==> src/rtl/jtframe_sdram_mux.sv <==
// N-slot SDRAM read arbiter. Each slot keeps one cached word so a client that
// re-reads the same word gets its data without touching the SDRAM port.
module jtframe_sdram_mux #(
    parameter int                  SLOTS   = 4,
    parameter int                  AW      = 17,
    parameter logic [SLOTS-1:0]    DW16    = {SLOTS{1'b0}},
    parameter logic [SLOTS*22-1:0] OFFSETS = {SLOTS*22{1'b0}},
    parameter int                  RROBIN  = 0
) (
    input  logic                  rst,
    input  logic                  clk,
    input  logic [SLOTS-1:0]      slot_cs,
    input  logic [SLOTS*AW-1:0]   slot_addr,
    output logic [SLOTS-1:0]      slot_ok,
    output logic [SLOTS*16-1:0]   slot_dout,
    input  logic                  downloading,
    output logic                  sdram_req,
    output logic [21:0]           sdram_addr,
    input  logic                  sdram_ack,
    input  logic                  data_dst,
    input  logic                  data_rdy,
    input  logic [15:0]           data_read,
    output logic [1:0]            fsm_state
);
    localparam int SW = $clog2(SLOTS);

    // Handshake: sdram_req rises with sdram_addr and both hold until the cycle
    // sdram_ack is seen; read data is then taken on the first data_rdy.
    typedef enum logic [1:0] {IDLE = 2'd0, REQ = 2'd1, WAIT = 2'd2} state_t;

    state_t            state;
    logic [15:0]       data_q [SLOTS];
    logic [21:0]       tag_q  [SLOTS];
    logic [SLOTS-1:0]  valid_q;
    logic [21:0]       waddr  [SLOTS];
    logic [SLOTS-1:0]  pending;
    logic [SW-1:0]     grant;
    logic [SW-1:0]     idx;
    logic [SW-1:0]     rr_q;
    logic [SW-1:0]     sel_q;
    logic              unused_ok;

    assign unused_ok = &{1'b0, data_dst};
    assign fsm_state = state;

    // 8-bit slots address bytes: the word is addr>>1 and addr[0] picks the byte.
    always_comb begin
        for (int i = 0; i < SLOTS; i++) begin
            waddr[i] = OFFSETS[22*i+:22] + (DW16[i] ? 22'(slot_addr[AW*i+:AW])
                                                    : 22'(slot_addr[AW*i+1+:AW-1]));
            slot_ok[i] = slot_cs[i] & valid_q[i] & (tag_q[i] == waddr[i]);
            if (DW16[i])
                slot_dout[16*i+:16] = data_q[i];
            else
                slot_dout[16*i+:16] = {8'h00, slot_addr[AW*i] ? data_q[i][15:8] : data_q[i][7:0]};
        end
    end

    assign pending = slot_cs & ~slot_ok & {SLOTS{~downloading}};

    // Loops run from the far end so the nearest pending candidate is written last.
    always_comb begin
        grant = '0;
        idx   = '0;
        if (RROBIN == 0) begin
            for (int i = SLOTS - 1; i >= 0; i--)
                if (pending[i]) grant = SW'(i);
        end else begin
            for (int k = SLOTS; k >= 1; k--) begin
                idx = SW'((int'(rr_q) + k) % SLOTS);
                if (pending[idx]) grant = idx;
            end
        end
    end

    always_ff @(posedge clk or posedge rst) begin
        if (rst) begin
            state      <= IDLE;
            sdram_req  <= 1'b0;
            sdram_addr <= '0;
            valid_q    <= '0;
            rr_q       <= SW'(SLOTS - 1);
            sel_q      <= '0;
            for (int i = 0; i < SLOTS; i++) begin
                data_q[i] <= '0;
                tag_q[i]  <= '0;
            end
        end else begin
            if (downloading) valid_q <= '0;
            case (state)
                IDLE: begin
                    if (|pending) begin
                        sel_q      <= grant;
                        rr_q       <= grant;
                        sdram_addr <= waddr[grant];
                        sdram_req  <= 1'b1;
                        state      <= REQ;
                    end
                end
                REQ: begin
                    if (sdram_ack) begin
                        sdram_req <= 1'b0;
                        state     <= WAIT;
                    end else if (downloading) begin
                        sdram_req <= 1'b0;
                        state     <= IDLE;
                    end
                end
                WAIT: begin
                    // sdram_addr still holds the fetched word address and serves as the tag
                    if (data_rdy) begin
                        data_q[sel_q] <= data_read;
                        tag_q[sel_q]  <= sdram_addr;
                        if (!downloading) valid_q[sel_q] <= 1'b1;
                        state <= IDLE;
                    end
                end
                default: state <= IDLE;
            endcase
        end
    end
endmodule
==> config.mk <==
export PLATFORM = sky130hd
export DESIGN_NAME = jtframe_sdram_mux
export DESIGN_NICKNAME = d
export VERILOG_FILES = /design/src/rtl/jtframe_sdram_mux.sv
export SDC_FILE = /design/constraint.sdc
export NUM_CORES = 1
export LEC_CHECK = 0
export BUFFER_PORTS_ARGS = -buffer_cell sky130_fd_sc_hd__buf_2
export CAP_MARGIN = 10
export CORE_ASPECT_RATIO = 0.5
export CORE_MARGIN = 1
export CORE_UTILIZATION = 43
export DETAILED_ROUTE_END_ITERATION = 8
export GPL_TIMING_DRIVEN = 0
export MAX_ROUTING_LAYER = met4
export PLACE_DENSITY = 0.66
export REMOVE_ABC_BUFFERS = 1
export SETUP_SLACK_MARGIN = 0.4
export SLEW_MARGIN = 20
export SYNTH_ARGS = -nofsm -noshare
export SYNTH_HDL_FRONTEND = slang
export SYNTH_SLANG_ARGS = --single-unit
==> constraint.sdc <==
create_clock -name clk -period 7.8 [get_ports clk]
set_clock_uncertainty 0.15 [all_clocks]
set_input_delay 1.56 -clock clk [delete_from_list [all_inputs] [get_ports clk]]
set_output_delay 1.56 -clock clk [all_outputs]
set_load 0.05 [all_outputs]
Word level (Yosys, flattened, before mapping)
Index checks and enable logic that the tools add are counted.
{"block": "word_totals", "inputBits": 94, "output_inout_bits": 93, "elab_cells": 83, "ff_bits": 183}
{"block": "classes", "eq_ne": 9, "magnitude_cmp": 5, "n_mux": 32, "bitwise_logic": 15, "reduce_logical": 9}
{"op": "bitwise mux 88 bit", "n": 1}
{"op": "equality test 22 x 16 -> 1 bit", "n": 4}
{"op": "2-to-1 mux 22 bit", "n": 3}
{"op": "bitwise mux 64 bit", "n": 1}
{"op": "binary-select mux 22 bit (select 2 bit)", "n": 1}
{"op": "demux 22 bit (select 2 bit)", "n": 1}
{"op": "demux 16 bit (select 2 bit)", "n": 1}
{"op": "2-to-1 mux 8 bit", "n": 4}
{"op": "2-to-1 mux 16 bit", "n": 1}
{"op": "2-to-1 mux 2 bit", "n": 8}
{"op": "2-to-1 mux 4 bit", "n": 4}
{"op": "bitwise AND 1 bit", "n": 8}
{"op": "bitwise AND 4 bit", "n": 2}
{"op": "greater-or-equal comparator 3 bit, second input constant", "n": 2}
{"op": "inverter 2 -> 3 bit", "n": 2}
{"op": "case mux 2 bit (3 select lines)", "n": 1}
{"op": "AND reduction 3 bit", "n": 2}
{"op": "2-to-1 mux 1 bit", "n": 4}
{"op": "!= test 2 bit, second input constant", "n": 2}
{"op": "inverter 4 bit", "n": 1}
{"op": "OR 4 bit", "n": 1}
{"op": "AND reduction 2 bit", "n": 2}
{"op": "OR reduction 4 bit", "n": 1}
{"op": "< comparator 2 x 3 -> 1 bit, second input constant", "n": 1}
{"op": "11 further kinds", "n": 12}

Longest topological paths before layout
{"block": "logic_depth", "word_depth": 13, "depth_mapped": 9, "mapped_depth_nobuf": 7}

Worst setup path before layout
Ideal clock, no wire load.
{"block": "synth_timing", "path_type": "input port to output port", "from": "input slot_addr[46]", "to": "output slot_ok[2]", "setup_slack_ps": 2816, "arrival_ps": 3274, "path_buffers": 0, "path_stages": 4, "path_cell_list": "xor2_1 -> nor4_2 -> nand4_2 -> nor3_1"}
{"block": "synth_between", "elab_chain_len": 2}
{"item": "from (decl)", "line_no": "13", "source": "input logic [SLOTS*AW-1:0] slot_addr,"}
{"item": "equality test 22 x 16 -> 1 bit", "line_no": "51", "source": "slot_ok[i] = slot_cs[i] & valid_q[i] & (tag_q[i] == waddr[i]);"}
{"item": "bitwise AND 1 bit", "line_no": "51"}
{"item": "to (decl)", "line_no": "14", "source": "output logic [SLOTS-1:0] slot_ok,"}
No other way between the ends.

Worst setup path after layout
{"block": "layout_timing", "from": "input slot_addr[21]", "to": "output slot_ok[1]"}
Same word-level chain as after synthesis.

==> metrics.yaml <==
whs_path_depth: 1
post_cts_resize_count: 0
hold_viol: 0
place_inst: 995
r2r_cells: 7
crit_path_max_fanout: 3
clk_latency_ps: 420
die_area_um2: 18650
vias: 5312
avgSynthCellArea_um2: 12.24
rsz0062_at_grt: "no"
start_util_pct: 44.35
synth_seq_cells: 153
fin_nets: 874
crit_path_end_kind: "primary output"
r2r_slack_ps: 4100
cts_root_buf: "clkbuf_16"
layout_min_cycle_time_ps: 4850
dpl.hpwl_mm: 13.61
grt_max_degree: 98
hp-start: "data_q[18]"
crit_required_ps: 6090
yosysWarningCount: 0
whs_endpoint: "data_q[18]"
dieWidth_um: 192.2
area_growth_pct: 18.70
clock_sinks: 153
power_per_cell_area_nw_per_um2: 407.1
fp-row-count: 34
wl_per_cell_um: 19.02
synth-seq-area-share_pct: 49.25
dpl_worst_slack_ps: 2871
clkSlewWorstSetupHoldPaths_ps: 60
port_buffers: 147
netlist_area_um2: 7774
startpoint_type: "primary input"
layout_setup_ws_ps: 2950
critical_path_class: "primary input to primary output"
maxCapViolations: 0
gr-total-overflow: 0
grt_antenna_before_repair: 0
peakVddDrop_v: 0.0002425
cts_buffer_depth: 2
drc: 0
multiInputGateArea_um2: 3633
finalNonFillerCells: 1026
synthArstFlopShare_pct: 100.0
worst_pin_slew_ps: 1127
drtIter0Drc: 241
synth_edf_count: 0
cts_tree: "built"
final_layout_size_suffix_gt1_share_pct: 46.72
yosysTopAreaCell: "dfrtp_1"
grt_pass1_vias: 5491
cts_hold_buf: 0
routed_wl_mm: 19.51
cts_setup_buffers: 0
finalSetupTns_ps: 0
viasPerCell: 5.177
numCtsBuffers: 17
ant_nets: 0
io_pins: 187
ys_top_cells_by_area: "dfrtp_1, mux2_2, xnor2_1"
slew_viol_final: 0
grt_pass1_wl_mm: 30.84
fmax_ghz: 0.2062
status: "completed"
yosysUniqueCellTypes: 38
min_period_over_period_pct: 62.18
worstReg2RegEnd: "sdram_addr[0]"
post_synth_inst_count: 635
final-setup-viol-count: 0
die_h_um: 97.08
grt_use_total_pct: 22.51
min_path_type: "register to register"
worstPathArrival_ps: 3140
core_um2: 17530
synth_flop_cell: "dfrtp_1"
relSlewSlack_pct: 24.71
fill_cells: 1585
r2r_start: "tag_q[47]"
place_congestion: 0.7967
insertedDiodeCount: 0
yosysTopAreaCellShare_pct: 49.25
leakagePower_nw: 4.337
htreeDepth: 4
area.sequential_um2: 3829
firstDrtPassIters: 5
## stage by stage
step | instance area (um2) | utilization (%) | hold slack [ps] | power, mW
after global placement | 8481 | 48.39 | 331.8 | 2.890
after global routing | 9228 | 52.65 | 365.1 | 3.950
final | 9228 | 52.65 | 351.0 | 3.756
after CTS | 9228 | 52.65 | 354.8 | 3.781
after floorplan | 7452 | - | 317.0 | 2.554
after detailed placement | 8643 | 49.31 | 337.9 | 2.947
## synth_stat cells (all sizes together), types with 2 or more instances
cell	instances
xor2	12
xnor2	52
nand4	10
o21a	18
buf	50
nor2	47
nor2b	2
nand3	8
o21ai	4
nor3	33
nand2	22
inv	5
nor4	4
mux2	160
clkbuf	19
or4	3
o41ai	16
nand2b	2
a21oi	6
dfrtp	153
## cell families (layout without fill, tap and decap cells)
| group | Yosys count | after routing | share of synthesized area, % |
|---|---|---|---|
| AOI/OAI and AO/OA | 50 | 50 | 5.907 |
| xor gates and xnor gates | 64 | 64 | 7.211 |
| buffers and inverters | 74 | 194 | 6.164 |
| DFF | 153 | 153 | 49.25 |
| muxes | 160 | 160 | 23.18 |
| and+or+nand+nor | 133 | 133 | 8.241 |
| other | 1 | 38 | 0.04824 |
## cells in the final DEF, fill, tap and decap left out, drive strengths merged, types with 2 or more instances in the layout
cell      instances
clkinvlp          5
clkbuf           19
xnor2            52
nand2            22
nand2b            2
nor2             47
mux2            160
conb             38
nor2b             2
o41ai            16
nor4              4
or4               3
bufinv            2
inv               8
xor2             12
clkinv            2
nand4            10
a21oi             6
o21a             18
o21ai             4
nand3             8
dfrtp           153
nor3             33
buf             158
## flip-flops by register name (all words and copies together), names as in the netlist
signal,cells
data_q,64
sdram_addr,16
sel_q,2
fsm_state,2
tag_q,64
sdram_req,1
valid_q,4
## cell type report
class,count,share of cell area [%]
multi-input combinational,445,39.38
timing repair buffer,158,9.342
inverter,5,0.2847
sequential,153,41.49
clock inverter,12,1.532
clock buffer,19,4.800
tap,234,3.173
## worst max path at each step
stage,slack [ps],from,endpoint,cells past startpoint
after global placement,-600,data_rdy,data_q[54],4
after global routing,2780,slot_addr[47],slot_ok[2],6
after floorplan,1970,rst,data_q[0],1
after CTS,2940,slot_addr[47],slot_ok[2],6
final,2950,slot_addr[21],slot_ok[1],6
after detailed placement,2870,slot_addr[21],sdram_addr[7],7
## where the power goes
part / switching (mW) / total, mW / internal (mW)
clock network: 0.342 / 0.825 / 0.482
registers: 0.264 / 1.42 / 1.16
logic: 0.912 / 1.51 / 0.599
## critical path: stages
cell and delay, ps:
buf_2 120, xnor2_1 320, nand4_1 200, or4_4 540, nor2_1 120, buf_2 270
## routing by layer
layer  global-route usage, %  wire, um  vias up
met3                   4.875      1045       19
met1                   29.83      8849     2678
met2                   35.25      9391      163
li1                        -         -     2452
met5                       -         0        -
met4                   5.451       224        0
Note: power is estimated with default switching activity, not from simulation.
